<file path="src/rtl/bin2bcd_seq.sv">
// Sequential shift-and-add-3 binary-to-BCD converter, one input bit per clock.
// Optional macro BIN2BCD_SIGNED_EN: two's-complement input plus a registered sign output.
module bin2bcd_seq #(
  parameter int unsigned IN_W   = 8,
  parameter int unsigned DIGITS = 3,
  parameter int unsigned CNT_W  = 6
) (
  input  logic                  clk,
  input  logic                  rst,
  input  logic                  start,
  input  logic [IN_W-1:0]       bin_in,
  output logic                  busy,
  output logic                  done,
  output logic [4*DIGITS-1:0]   bcd_out,
  output logic                  overflow
`ifdef BIN2BCD_SIGNED_EN
  ,
  output logic                  sign
`endif
);

  localparam int unsigned BCD_W = 4 * DIGITS;
  localparam int unsigned SCR_W = BCD_W + IN_W;

  typedef enum logic [1:0] {
    S_IDLE  = 2'd0,
    S_SHIFT = 2'd1,
    S_DONE  = 2'd2
  } state_t;

  state_t             state;
  logic [SCR_W-1:0]   scr;
  logic [SCR_W-1:0]   scr_adj_c;
  logic [SCR_W-1:0]   scr_next_c;
  logic               top_out_c;
  logic [CNT_W-1:0]   cnt;
  logic               ovf_scr;
  logic [IN_W-1:0]    operand_c;
`ifdef BIN2BCD_SIGNED_EN
  logic               sign_scr;
`endif

  // Operand as loaded into the shift register: magnitude when signed input is enabled.
`ifdef BIN2BCD_SIGNED_EN
  always_comb begin
    operand_c = bin_in;
    if (bin_in[IN_W-1]) begin
      operand_c = IN_W'(~bin_in + IN_W'(1));
    end
  end
`else
  always_comb begin
    operand_c = bin_in;
  end
`endif

  // One double-dabble iteration: add 3 to every scratch digit >= 5, then shift left.
  always_comb begin
    scr_adj_c = scr;
    for (int unsigned d = 0; d < DIGITS; d++) begin
      if (scr[IN_W + 4*d +: 4] >= 4'd5) begin
        scr_adj_c[IN_W + 4*d +: 4] = scr[IN_W + 4*d +: 4] + 4'd3;
      end
    end
    top_out_c  = scr_adj_c[SCR_W-1];
    scr_next_c = {scr_adj_c[SCR_W-2:0], 1'b0};
  end

  // Control FSM with registered handshake and result.
  always_ff @(posedge clk or posedge rst) begin
    if (rst) begin
      state    <= S_IDLE;
      busy     <= 1'b0;
      done     <= 1'b0;
      bcd_out  <= '0;
      overflow <= 1'b0;
      scr      <= '0;
      cnt      <= '0;
      ovf_scr  <= 1'b0;
`ifdef BIN2BCD_SIGNED_EN
      sign     <= 1'b0;
      sign_scr <= 1'b0;
`endif
    end else begin
      done <= 1'b0;
      case (state)
        S_IDLE, S_DONE: begin
          if (start) begin
            scr     <= {{BCD_W{1'b0}}, operand_c};
            cnt     <= CNT_W'(IN_W);
            ovf_scr <= 1'b0;
`ifdef BIN2BCD_SIGNED_EN
            sign_scr <= bin_in[IN_W-1];
`endif
            busy    <= 1'b1;
            state   <= S_SHIFT;
          end else begin
            state <= S_IDLE;
          end
        end
        S_SHIFT: begin
          scr     <= scr_next_c;
          cnt     <= cnt - CNT_W'(1);
          ovf_scr <= ovf_scr | top_out_c;
          // Last iteration: publish the result straight from the shifted scratch.
          if (cnt == CNT_W'(1)) begin
            bcd_out  <= scr_next_c[SCR_W-1 -: BCD_W];
            overflow <= ovf_scr | top_out_c;
`ifdef BIN2BCD_SIGNED_EN
            sign     <= sign_scr;
`endif
            busy     <= 1'b0;
            done     <= 1'b1;
            state    <= S_DONE;
          end
        end
        default: begin
          busy  <= 1'b0;
          state <= S_IDLE;
        end
      endcase
    end
  end

endmodule

</file>
<file path="config.mk">
export PLATFORM = sky130hd
export DESIGN_NAME = bin2bcd_seq
export DESIGN_NICKNAME = d
export VERILOG_FILES = /design/src/rtl/bin2bcd_seq.sv
export SDC_FILE = /design/constraint.sdc
export NUM_CORES = 1
export LEC_CHECK = 0
export BUFFER_PORTS_ARGS = -buffer_cell sky130_fd_sc_hd__buf_2
export CORE_ASPECT_RATIO = 0.6
export CORE_MARGIN = 2
export CORE_UTILIZATION = 25
export DETAILED_ROUTE_END_ITERATION = 8
export GPL_TIMING_DRIVEN = 0
export MAX_ROUTING_LAYER = met4
export PLACE_DENSITY = 0.51
export SLEW_MARGIN = 25
export SYNTH_ARGS = -nofsm -noshare
export SYNTH_HDL_FRONTEND = slang
export SYNTH_SLANG_ARGS = --single-unit
</file>
<file path="constraint.sdc">
create_clock -name clk -period 1.6 [get_ports clk]
set_clock_uncertainty 0.15 [all_clocks]
set_input_delay 0 -clock clk [delete_from_list [all_inputs] [get_ports clk]]
set_output_delay 0 -clock clk [all_outputs]
set_load 0.1 [all_outputs]
</file>
# Word-level counts from Yosys, hierarchy flattened
# Cells that the tools add are included.
[op_classes] eq_ne=5 shift=0 n_bitwise=1 n_addsub=4 reduce_logical=6 n_mux=17 n_mul=0 order_cmp=3 div_mod_pow=0
[op_table] operator="20-bit case mux with 2 select lines" n=1
[op_table] operator="20-bit 2-to-1 mux" n=1
[op_table] operator="4-bit by 2-bit adder with 4-bit output (second input constant)" n=3
[op_table] operator="4-bit by 3-bit >= comparator with 1-bit output (second input constant)" n=3
[op_table] operator="4-bit 2-to-1 mux" n=3
[op_table] operator="6-bit case mux with 2 select lines" n=1
[op_table] operator="6-bit by 1-bit == test with 1-bit output (second input constant)" n=1
[op_table] operator="1-bit 2-to-1 mux" n=6
[op_table] operator="6-bit 2-to-1 mux" n=1
[op_table] operator="2-bit AND reduction" n=3
[op_table] operator="6-bit by 1-bit subtractor with 6-bit output (second input constant)" n=1
[op_table] operator="2-bit inequality test (second input constant)" n=2
[op_table] operator="1-bit case mux with 2 select lines" n=2
[op_table] operator="2-bit case mux with 2 select lines" n=1
[op_table] operator="2-bit by 1-bit == test with 1-bit output (second input constant)" n=1
[op_table] operator="2-bit == test (second input constant)" n=1
[op_table] operator="2-bit logical NOT" n=1
[op_table] operator="2-bit 2-to-1 mux" n=1
[op_table] operator="2-bit nonzero test" n=1
[op_table] operator="2-bit OR reduction" n=1
[op_table] operator="1-bit bitwise OR" n=1
[word_totals] mem_bits_ro=0 out_inout_bits=15 elab_cells=44 in_bits=11 mem_bits_rw=0 latchBits=0 n_memories=0 regBits=44

# Depth between registers and ports, before layout
# Gate-level depths: netlist of run 1.
[depth] word_depth=4 depth_mapped=8 depth_no_buf=7

# Worst setup path before layout of run 1
# No wires, ideal clock.
[synth_path] path_type="register -> register" from="register cnt[1]" to="register bcd_out[1]" t_required_ns=1.324 setup_slack_ns=-0.094 path_stages_with_launch=8 n_path_buf=1 t_arrival_ns=1.418 cell_sequence="dfrtp_1 inv_1 ha_1 and4bb_4 nand2_4 inv_4 buf_8 mux2_4"
[synth_between] elab_chain_cells=2
[synth_rtl] element="start, declared" line="36" rtl="logic [CNT_W-1:0] cnt;"
[synth_rtl] element="start signal, assigned" line="90" rtl="cnt <= CNT_W'(IN_W);"
[synth_rtl] element="start signal, assigned" line="103" rtl="cnt <= cnt - CNT_W'(1);"
[synth_rtl] element="6-bit by 1-bit == test with 1-bit output" line="106" rtl="if (cnt == CNT_W'(1)) begin"
[synth_rtl] element="2-bit AND reduction (no source line)"
[synth_rtl] element="end signal, assigned" line="107" rtl="bcd_out <= scr_next_c[SCR_W-1 -: BCD_W];"
[synth_rtl] element="end, declared" line="14" rtl="output logic [4*DIGITS-1:0] bcd_out,"
# Every way passes these cells.
# A chain may end at the register's enable or synchronous reset.

# Worst setup path in the final report of run 1
# Same ends and word-level chain as after synthesis.

==> impl_metrics.ini, run 1 <==
[status]
outcome = complete, but fails checks
violations = setup timing

[global_route]
grtUsageTotal_pct = 12.9
grt_overflow = 0
grt_antenna_before_repair = 0
grt_pass1_vias = 1659
grt_start_max_net_pins = 24
grt_pass1_wl_mm = 8.36

[floorplan]
rows = 25
start_util_pct = 26.0
dieArea_mm2 = 0.00903
ios = 26
die_y_um = 74.4
core_area_mm2 = 0.00795
die_x_um = 121

[power_and_ir_drop]
vdd_drop_max_v = 0.000456
p_total_mw = 4.00
power.density_mw_per_mm2 = 1360
power_leakage_nw = 1.37

[timing]
slew_violations = 0
fin_ws_ns = -0.121
worst_pin_slew_ns = 0.509
slew-limit-headroom_pct = 66.0
fin_crit_sh_pct = 108
hold_viol = 0
rsz0062_at_grt = yes
finalSetupViolCount = 10
setup_tns_ns = -0.804
min_period_ns = 1.72
max_freq_mhz = 581

[clocking]
cts_made_buffers = 5
htree_levels = 2
cts_sinks = 44
cts-root-buf = clkbuf_16
clkLatencyLatePin_ns = 0.29
path_clk_slew_ns = 0.06
clk_path_buf_depth = 2
tritoncts = built

[yosys]
synth.avg_cell_area_um2 = 10.9
ys_warn_count = 0
seq_area_frac_synth_pct = 53.3
netlist_area_mm2 = 0.00207
synth_fp_nets = 208
synth_seq_cells = 44
syn_inst = 189
synth_cell_types = 39

[drt]
ant_nets = 0
wirelength_mm = 4.97
dr.first_iter.drc_count = 58
num_vias = 1590
wl_per_cell_um = 13.8
via_per_inst = 4.43
route.detailed.drc = 0
firstDrtPassIters = 4

[placement]
hpwlAfterDp_mm = 3.07
gp_congestion = 0.764
portBuffers = 25

[finish]
layout_common_cells = 43 x dfrtp_1, 28 x nand2_1, 25 x buf_2
drive_gt1_share_pct = 39.4
diodes = 0
syn_to_final_growth_pct = 42.1
fin_util_pct = 37.0
final_nets = 269
final_common_cell = dfrtp_1

[flow_run]
maxCapViolCount = 0

[worst_setup_path]
crit_type = register to register
required_ns = 1.63
arrival_ns = 1.75
cp-start-kind = register
crit_path_max_fanout = 5
end_kind = register

[min_path]
hold_class = input port to async pin
==> Yosys cell counts <==
| cell type | count | area, µm² |
|---|---|---|
| dfrtp_1 | 44 | 1100 |
| nand2_1 | 29 | 109 |
| o21ai_0 | 17 | 85.1 |
| inv_1 | 10 | 37.5 |
| a22o_1 | 9 | 78.8 |
| ha_1 | 8 | 100 |
| a21oi_1 | 7 | 35.0 |
| a22oi_1 | 7 | 52.6 |
| nand2b_1 | 5 | 31.3 |
| nor2_1 | 4 | 15.0 |
| xnor2_1 | 4 | 35.0 |
| buf_4 | 3 | 22.5 |
| mux2_2 | 3 | 33.8 |
| mux2_4 | 3 | 45.0 |
| mux2i_1 | 3 | 30.0 |
| nor3b_1 | 3 | 22.5 |
| a21o_1 | 2 | 15.0 |
| a31oi_1 | 2 | 12.5 |
| buf_2 | 2 | 10.0 |
| nand3_1 | 2 | 10.0 |
| nor3_1 | 2 | 10.0 |
| o21ai_1 | 2 | 10.0 |
| or3b_2 | 2 | 17.5 |
| a2bb2oi_1 | 1 | 8.76 |
| and2_1 | 1 | 6.26 |
| and2b_1 | 1 | 7.51 |
| and3b_1 | 1 | 8.76 |
| and4bb_4 | 1 | 16.3 |
| buf_8 | 1 | 15.0 |
| clkbuf_1 | 1 | 3.75 |
| inv_4 | 1 | 6.26 |
| nand2_4 | 1 | 11.3 |
| nand4_1 | 1 | 6.26 |
| nor2_4 | 1 | 11.3 |
| nor2b_1 | 1 | 6.26 |
| nor3_4 | 1 | 16.3 |
| nor4_1 | 1 | 6.26 |
| o311ai_1 | 1 | 8.76 |
| o41ai_1 | 1 | 8.76 |
==> power breakdown <==
group | leakage, nW | internal (mW) | switching (mW)
combinational | 0.731 | 0.826 | 0.675
clock | 0.0712 | 0.624 | 0.428
sequential | 0.566 | 1.26 | 0.192
total | 1.37 | 2.71 | 1.29
==> path summary, 6_finish.rpt <==
check                              startpoint                endpoint  slack, ns  cells past startpoint
max                        cnt[1]$_DFFE_PP0P_  bcd_out[1]$_DFFE_PP0P_      -0.12                      7
min                                       rst  bcd_out[8]$_DFFE_PP0P_       0.13                      3
max reg2reg                cnt[1]$_DFFE_PP0P_  bcd_out[1]$_DFFE_PP0P_      -0.12                      7
min reg2reg                  busy$_DFFE_PP0P_        busy$_DFFE_PP0P_       0.32                      1
max in group asynchronous                 rst      scr[4]$_DFFE_PP0P_       0.66                      4
min in group clk                    bin_in[4]      scr[4]$_DFFE_PP0P_       0.32                      4
==> registers in the layout, indices dropped and copies added (netlist names) <==
register	flops
busy	1
cnt	6
ovf_scr	1
done	1
state	2
overflow	1
bcd_out	12
scr	20
==> kinds of logic (layout without fill, tap and decap cells) <==
kind of cell    count (synthesis)  count (layout)  share of synthesized area, %
fa+ha+maj                       8               8                          4.84
buf+inv                        18              80                          4.60
simple gates                   57              57                          15.1
xor+xnor                        4               4                          1.69
flops                          44              44                          53.3
mux                             9               9                          5.27
compound gates                 49              49                          15.3
==> routing by layer <==
metal,vias up,global-route usage [%],routed length [µm]
li1,789,-,-
met1,766,17.8,2610
met2,28,17.6,2060
met3,7,3.53,238
met4,0,5.49,59
met5,-,-,0
==> per-stage QoR <==
step | setup WS, ns | cells | hold WS [ns] | area (µm²)
2_1_floorplan | -0.0667 | 189 | -0.0219 | 2090
3_3_place_gp | -0.318 | 322 | 0.0677 | 2350
3_5_place_dp | -0.220 | 323 | -0.0866 | 2370
4_1_cts | -0.104 | 356 | 0.158 | 2800
5_1_grt | -0.168 | 359 | 0.186 | 2940
6_report | -0.121 | 359 | 0.134 | 2940
==> area by class of cell <==
| cell class | count | area, µm² |
|---|---|---|
| Buffer | 7 | 68.8 |
| Clock buffer | 8 | 146 |
| Fill cell | 809 | 5010 |
| Inverter | 11 | 46.3 |
| Multi-Input combinational cell | 127 | 1050 |
| Sequential cell | 44 | 1100 |
| Tap cell | 108 | 135 |
| Timing Repair Buffer | 54 | 384 |
==> timing repair <==
| item | in CTS | in global routing |
|---|---|---|
| gates resized for setup | 16 | 30 |
| hold buffers | 10 | 0 |
| setup buffers | 15 | 3 |
| setup endpoints to repair | 13 | 31 |
| pin swaps | 4 | 5 |
| hold endpoints to repair | 55 | 0 |
==> worst max-delay path, stage by stage, from the launching register on <==
cell,delay (ns)
dfrtp_1,0.40
inv_2,0.09
ha_4,0.13
and4bb_4,0.27
nand2_8,0.07
inv_6,0.08
buf_8,0.12
mux2_4,0.30
Power figures use the tool's default switching activity.
==> inputs of run 2 (changes only) <==
--- a/config.mk
+++ b/config.mk
@@ -12,7 +12,7 @@
 export DETAILED_ROUTE_END_ITERATION = 8
 export GPL_TIMING_DRIVEN = 0
 export MAX_ROUTING_LAYER = met4
-export PLACE_DENSITY = 0.51
+export PLACE_DENSITY = 0.5
 export SLEW_MARGIN = 25
 export SYNTH_ARGS = -nofsm -noshare
 export SYNTH_HDL_FRONTEND = slang
==> constraint.sdc (replaced) <==
create_clock -name clk -period 1.9 [get_ports clk]
set_clock_uncertainty 0.15 [all_clocks]
set_input_delay 0 -clock clk [delete_from_list [all_inputs] [get_ports clk]]
set_output_delay 0 -clock clk [all_outputs]
set_load 0.1 [all_outputs]
==> run 2 against run 1 <==
The run now ends clean. Clock power shrank 25%. Wire length shrank 9.7%. Total power shrank 29%. Clock-buffer cell count shrank 3. Sequential share of layout area grew 4.5 points. Critical path depth is the same. Sequential power shrank 17%. Cell count shrank 5.3%. Fmax shrank 5.4%. Global-route usage shrank 0.72 points. Largest cell class unchanged.
==> impl_metrics.ini, run 2 (synthesis results as in run 1) <==
[global_route]
grt_pass1_vias = 1546
grt_pass1_wl_mm = 7.96
grt_util_met2_pct = 15.8
grt_antenna_before_repair = 0
grt_start_max_net_pins = 24
grt_overflow = 0
gr-usage-met3_pct = 3.76
use_met1_pct = 17.5
busiest_layer = met1
grtUsageTotal_pct = 12.1

[finish]
top_register = scr
diodes = 0
reg_top3 = scr: 20 flops, bcd_out: 12 flops, cnt: 6 flops
largest_reg_flops = 20
final_common_cell = dfrtp_1
fillerInstances = 825
layout_common_cells = 44 x dfrtp_1, 29 x nand2_1, 27 x buf_2
final_nets = 253
drive_gt1_share_pct = 25.0
syn_to_final_growth_pct = 26.6

[worst_setup_path]
end_kind = register
crit_path_max_fanout = 10
arrival_ns = 1.84
cp-start-kind = register
crit_type = register to register
required_ns = 1.92

[placement]
portBuffers = 25
gp_congestion = 0.789
hpwlAfterDp_mm = 3.13

[clocking]
cts_sinks = 44
cts-root-buf = clkbuf_16
path_clk_slew_ns = 0.06
htree_levels = 2
cts_made_buffers = 5
clk_path_buf_depth = 2
tritoncts = built
clkLatencyLatePin_ns = 0.28

[timing]
fin_crit_sh_pct = 95.7
slew-limit-headroom_pct = 64.7
min_period_ns = 1.82
hold_viol = 0
worst_pin_slew_ns = 0.528
finalSetupViolCount = 0
setup_tns_ns = 0
max_freq_mhz = 550
slew_violations = 0
hold_ws_ns = 0.146
rsz0062_at_grt = no

[drt]
via_per_inst = 4.42
ant_nets = 0
firstDrtPassIters = 4
route.detailed.drc = 0
dr.first_iter.drc_count = 91
wirelength_mm = 4.49
num_vias = 1502
wl_per_cell_um = 13.2

[power_and_ir_drop]
p_total_mw = 2.83
vdd_drop_max_v = 0.000369
power_leakage_nw = 1.26
power.density_mw_per_mm2 = 1080

[floorplan]
die_y_um = 74.4
core_area_mm2 = 0.00795
start_util_pct = 26.0
dieArea_mm2 = 0.00903
die_x_um = 121
ios = 26
rows = 25

[flow_run]
maxCapViolCount = 0

[status]
outcome = complete, no violations

[min_path]
hold_class = input port to async pin
run 2: layout make-up:
type	instances	area (µm²)	area share, %
clock buffer	5	125	4.78
timing repair buffer	38	268	10.2
sequential	44	1100	42.1
inverter	11	43.8	1.67
buffer	7	51.3	1.96
tap	108	135	5.16
multi-input combinational	127	893	34.1
run 2: critical path, cell delays in order, from the launching register on:
cell      delay, ns
dfrtp_1        0.40
inv_2          0.08
ha_1           0.16
and4bb_4       0.28
nand2_8        0.09
inv_4          0.10
buf_8          0.14
mux2_4         0.30
run 2: routing by layer:
metal  vias to the layer above  share of wire, %
li1                        755                 -
met1                       706                55
met2                        33                38
met3                         8               4.8
met4                         0               1.6
met5                         -                 0
run 2: worst paths after layout:
kind | from | endpoint | slack [ns] | depth (start not counted)
worst min-delay path | rst | bcd_out[5]$_DFFE_PP0P_ | 0.15 | 3
max in group asynchronous | rst | state[0]$_DFFE_PP0P_ | 0.96 | 4
min in group clk | bin_in[3] | scr[3]$_DFFE_PP0P_ | 0.31 | 4
worst max register to register | cnt[1]$_DFFE_PP0P_ | bcd_out[2]$_DFFE_PP0P_ | 0.08 | 7
worst max-delay path | cnt[1]$_DFFE_PP0P_ | bcd_out[2]$_DFFE_PP0P_ | 0.08 | 7
worst min register to register | scr[4]$_DFFE_PP0P_ | scr[4]$_DFFE_PP0P_ | 0.33 | 2
run 2: repair_timing:
action | in CTS | in global routing
buffers inserted | 0 | 2
hold buffers | 10 | 0
gates resized for setup | 0 | 6
hold endpoints to repair | 46 | 0
endpoints found under the setup margin | 0 | 6
run 2: where the power goes:
part,leakage [nW],total (mW),internal (mW),switching [mW]
clock network,0.0616,0.791,0.464,0.327
registers,0.568,1.20,1.06,0.136
logic,0.632,0.845,0.414,0.431
run 2: through the flow:
step / setup WS (ns) / area [µm²] / util, % / cells
floorplan: 0.206 / 2070 / - / 189
global placement: -0.00934 / 2330 / 29.3 / 322
detailed placement: 0.0416 / 2350 / 29.6 / 323
CTS: 0.0202 / 2580 / 32.5 / 338
global route: 0.00466 / 2620 / 32.9 / 340
finish: 0.0808 / 2620 / 32.9 / 340
==> inputs of run 3 (changes only) <==
--- a/config.mk
+++ b/config.mk
@@ -6,8 +6,7 @@
 export NUM_CORES = 1
 export LEC_CHECK = 0
 export BUFFER_PORTS_ARGS = -buffer_cell sky130_fd_sc_hd__buf_2
-export CORE_ASPECT_RATIO = 0.6
-export CORE_MARGIN = 2
+export CORE_ASPECT_RATIO = 1.2
 export CORE_UTILIZATION = 25
 export DETAILED_ROUTE_END_ITERATION = 8
 export GPL_TIMING_DRIVEN = 0
==> run 3 against run 2 <==
Die area fell by 4.4%. Worst setup slack improved by 0.014 ns. Critical path depth did not move. Core utilization fell by 0.45 points. Sequential power barely moved. Hold slack got worse by 0.063 ns. First-iteration DRC count fell by 37%. Combinational power fell by 10%. Critical path type unchanged. Critical endpoint is now bcd_out[1]$_DFFE_PP0P_.
==> impl_metrics.ini, run 3 (synthesis results as in run 1) <==
[power_and_ir_drop]
internal_power_mw = 1.73
p_total_mw = 2.57
combPwrFrac_pct = 29.6
power_switching_uw = 836
power.density_mw_per_mm2 = 1010
seqPwrFrac_pct = 46.4
clkPwrFrac_pct = 24.1
power_leakage_nw = 1.24
vdd_drop_max_v = 0.000320
sw_frac_of_total_pct = 32.6

[timing]
slew-limit-headroom_pct = 67.4
worst_pin_slew_ns = 0.492
setup_tns_ns = 0
fin_crit_sh_pct = 95.0
hold_viol = 0
max_freq_mhz = 554
rsz0062_at_grt = no
finalSetupViolCount = 0
slew_violations = 0
min_period_ns = 1.81

[global_route]
grt_pass1_wl_mm = 7.09
grtUsageTotal_pct = 11.1
grt_overflow = 0
grt_pass1_vias = 1445
grt_antenna_before_repair = 0
grt_start_max_net_pins = 29

[placement]
portBuffers = 25
placed_area_mm2 = 0.00233
hpwlAfterDp_mm = 2.99
gp_congestion = 0.716

[clocking]
tritoncts = built
cts_made_buffers = 5
clkLatencyLatePin_ns = 0.30
clk_path_buf_depth = 2
cts-root-buf = clkbuf_8
cts_sinks = 44
htree_levels = 2
path_clk_slew_ns = 0.08

[worst_setup_path]
critPathLaunch = cnt[1]$_DFFE_PP0P_
cp-start-kind = register
crit_path_max_fanout = 10
required_ns = 1.94
crit_type = register to register
arrival_ns = 1.84
end_kind = register
reg2reg_from = cnt[1]$_DFFE_PP0P_

[finish]
final_common_cell = dfrtp_1
drive_gt1_share_pct = 23.5
reg_top3 = scr: 20 flops, bcd_out: 12 flops, cnt: 6 flops
largest_reg_flops = 20
diodes = 0
fin_area_mm2 = 0.00255
final_nets = 252
layout_common_cells = 44 x dfrtp_1, 29 x nand2_1, 27 x buf_2
top_register = scr
syn_to_final_growth_pct = 23.2

[floorplan]
die_y_um = 102
ios = 26
dieArea_mm2 = 0.00864
start_util_pct = 26.4
rows = 35
core_area_mm2 = 0.00784
die_x_um = 85.0

[status]
outcome = complete, no violations

[drt]
dr.first_iter.drc_count = 57
route.detailed.drc = 0
firstDrtPassIters = 4
wirelength_mm = 4.30
via_per_inst = 4.63
ant_nets = 0
num_vias = 1511
wl_per_cell_um = 13.2

[flow_run]
maxCapViolCount = 0

[min_path]
hold_class = input port to async pin
## run 3: cell count changes in the layout (fill, tap and decap cells not counted)
cell / delta
mux2i_1: +2
clkbuf_16: -5
buf_16: -1
clkbuf_8: +6
inv_4: -1
mux2i_2: -2
inv_8: +1
buf_4: -1
ha_2: -1
clkbuf_1: +2
buf_12: +2
buf_8: -1
ha_1: +1
## run 3: routing by layer
metal  up-vias  GRT usage (%)  share of wire [%]
met2        20           16.9                 48
li1        750              -                  -
met3         7           2.77                3.3
met1       734           14.1                 47
met4         0           4.69                1.5
met5         -              -                  0
## run 3: final timing paths
path                       depth (start not counted)  slack, ns                      to
max in group asynchronous                          4       1.03  bcd_out[2]$_DFFE_PP0P_
min in group clk                                   4       0.29      scr[1]$_DFFE_PP0P_
setup / recovery                                   7       0.09  bcd_out[1]$_DFFE_PP0P_
setup reg to reg                                   7       0.09  bcd_out[1]$_DFFE_PP0P_
hold reg to reg                                    2       0.34  bcd_out[8]$_DFFE_PP0P_
hold / removal                                     3       0.08      scr[5]$_DFFE_PP0P_
## run 3: layout make-up
cell class                 instances  area [µm²]
fill                             798        5290
clock buffer                       8        90.1
tap                               92         115
inverter                          11        48.8
timing repair buffer              37         253
multi-input combinational        127         883
buffer                             7        56.3
sequential                        44        1100
## run 3: power by group through the flow
stage | Combinational [mW] | Clock (mW) | Sequential (mW)
finish | 0.758 | 0.618 | 1.19
global route | 0.863 | 0.678 | 1.21
CTS | 0.762 | 0.641 | 1.19
detailed placement | 0.742 | 0 | 1.20
global placement | 0.722 | 0 | 1.20
floorplan | 0.601 | 0 | 1.18
## run 3: timing repair
item | in CTS | in global routing
gates resized for setup | 0 | 6
hold endpoints to repair | 54 | 0
setup endpoints to repair | 0 | 4
setup buffers | 0 | 1
hold buffers | 10 | 0
## run 3: critical path, cell delays in order, from the launching register on
cell and delay, ns:
dfrtp_1 0.41, inv_2 0.08, ha_1 0.16, and4bb_4 0.28
nand2_8 0.10, inv_8 0.09, buf_12 0.13, mux2_4 0.29
## run 3: through the flow
step	util, %	worst slack [ns]	instances	hold WS (ns)
after detailed placement	29.7	0.0337	307	-0.124
after floorplan	-	0.206	189	-0.0219
final	32.5	0.0949	326	0.0831
after global routing	32.5	0.00456	326	0.120
after global placement	29.4	0.0273	306	0.0757
after CTS	32.1	0.0238	325	0.0915
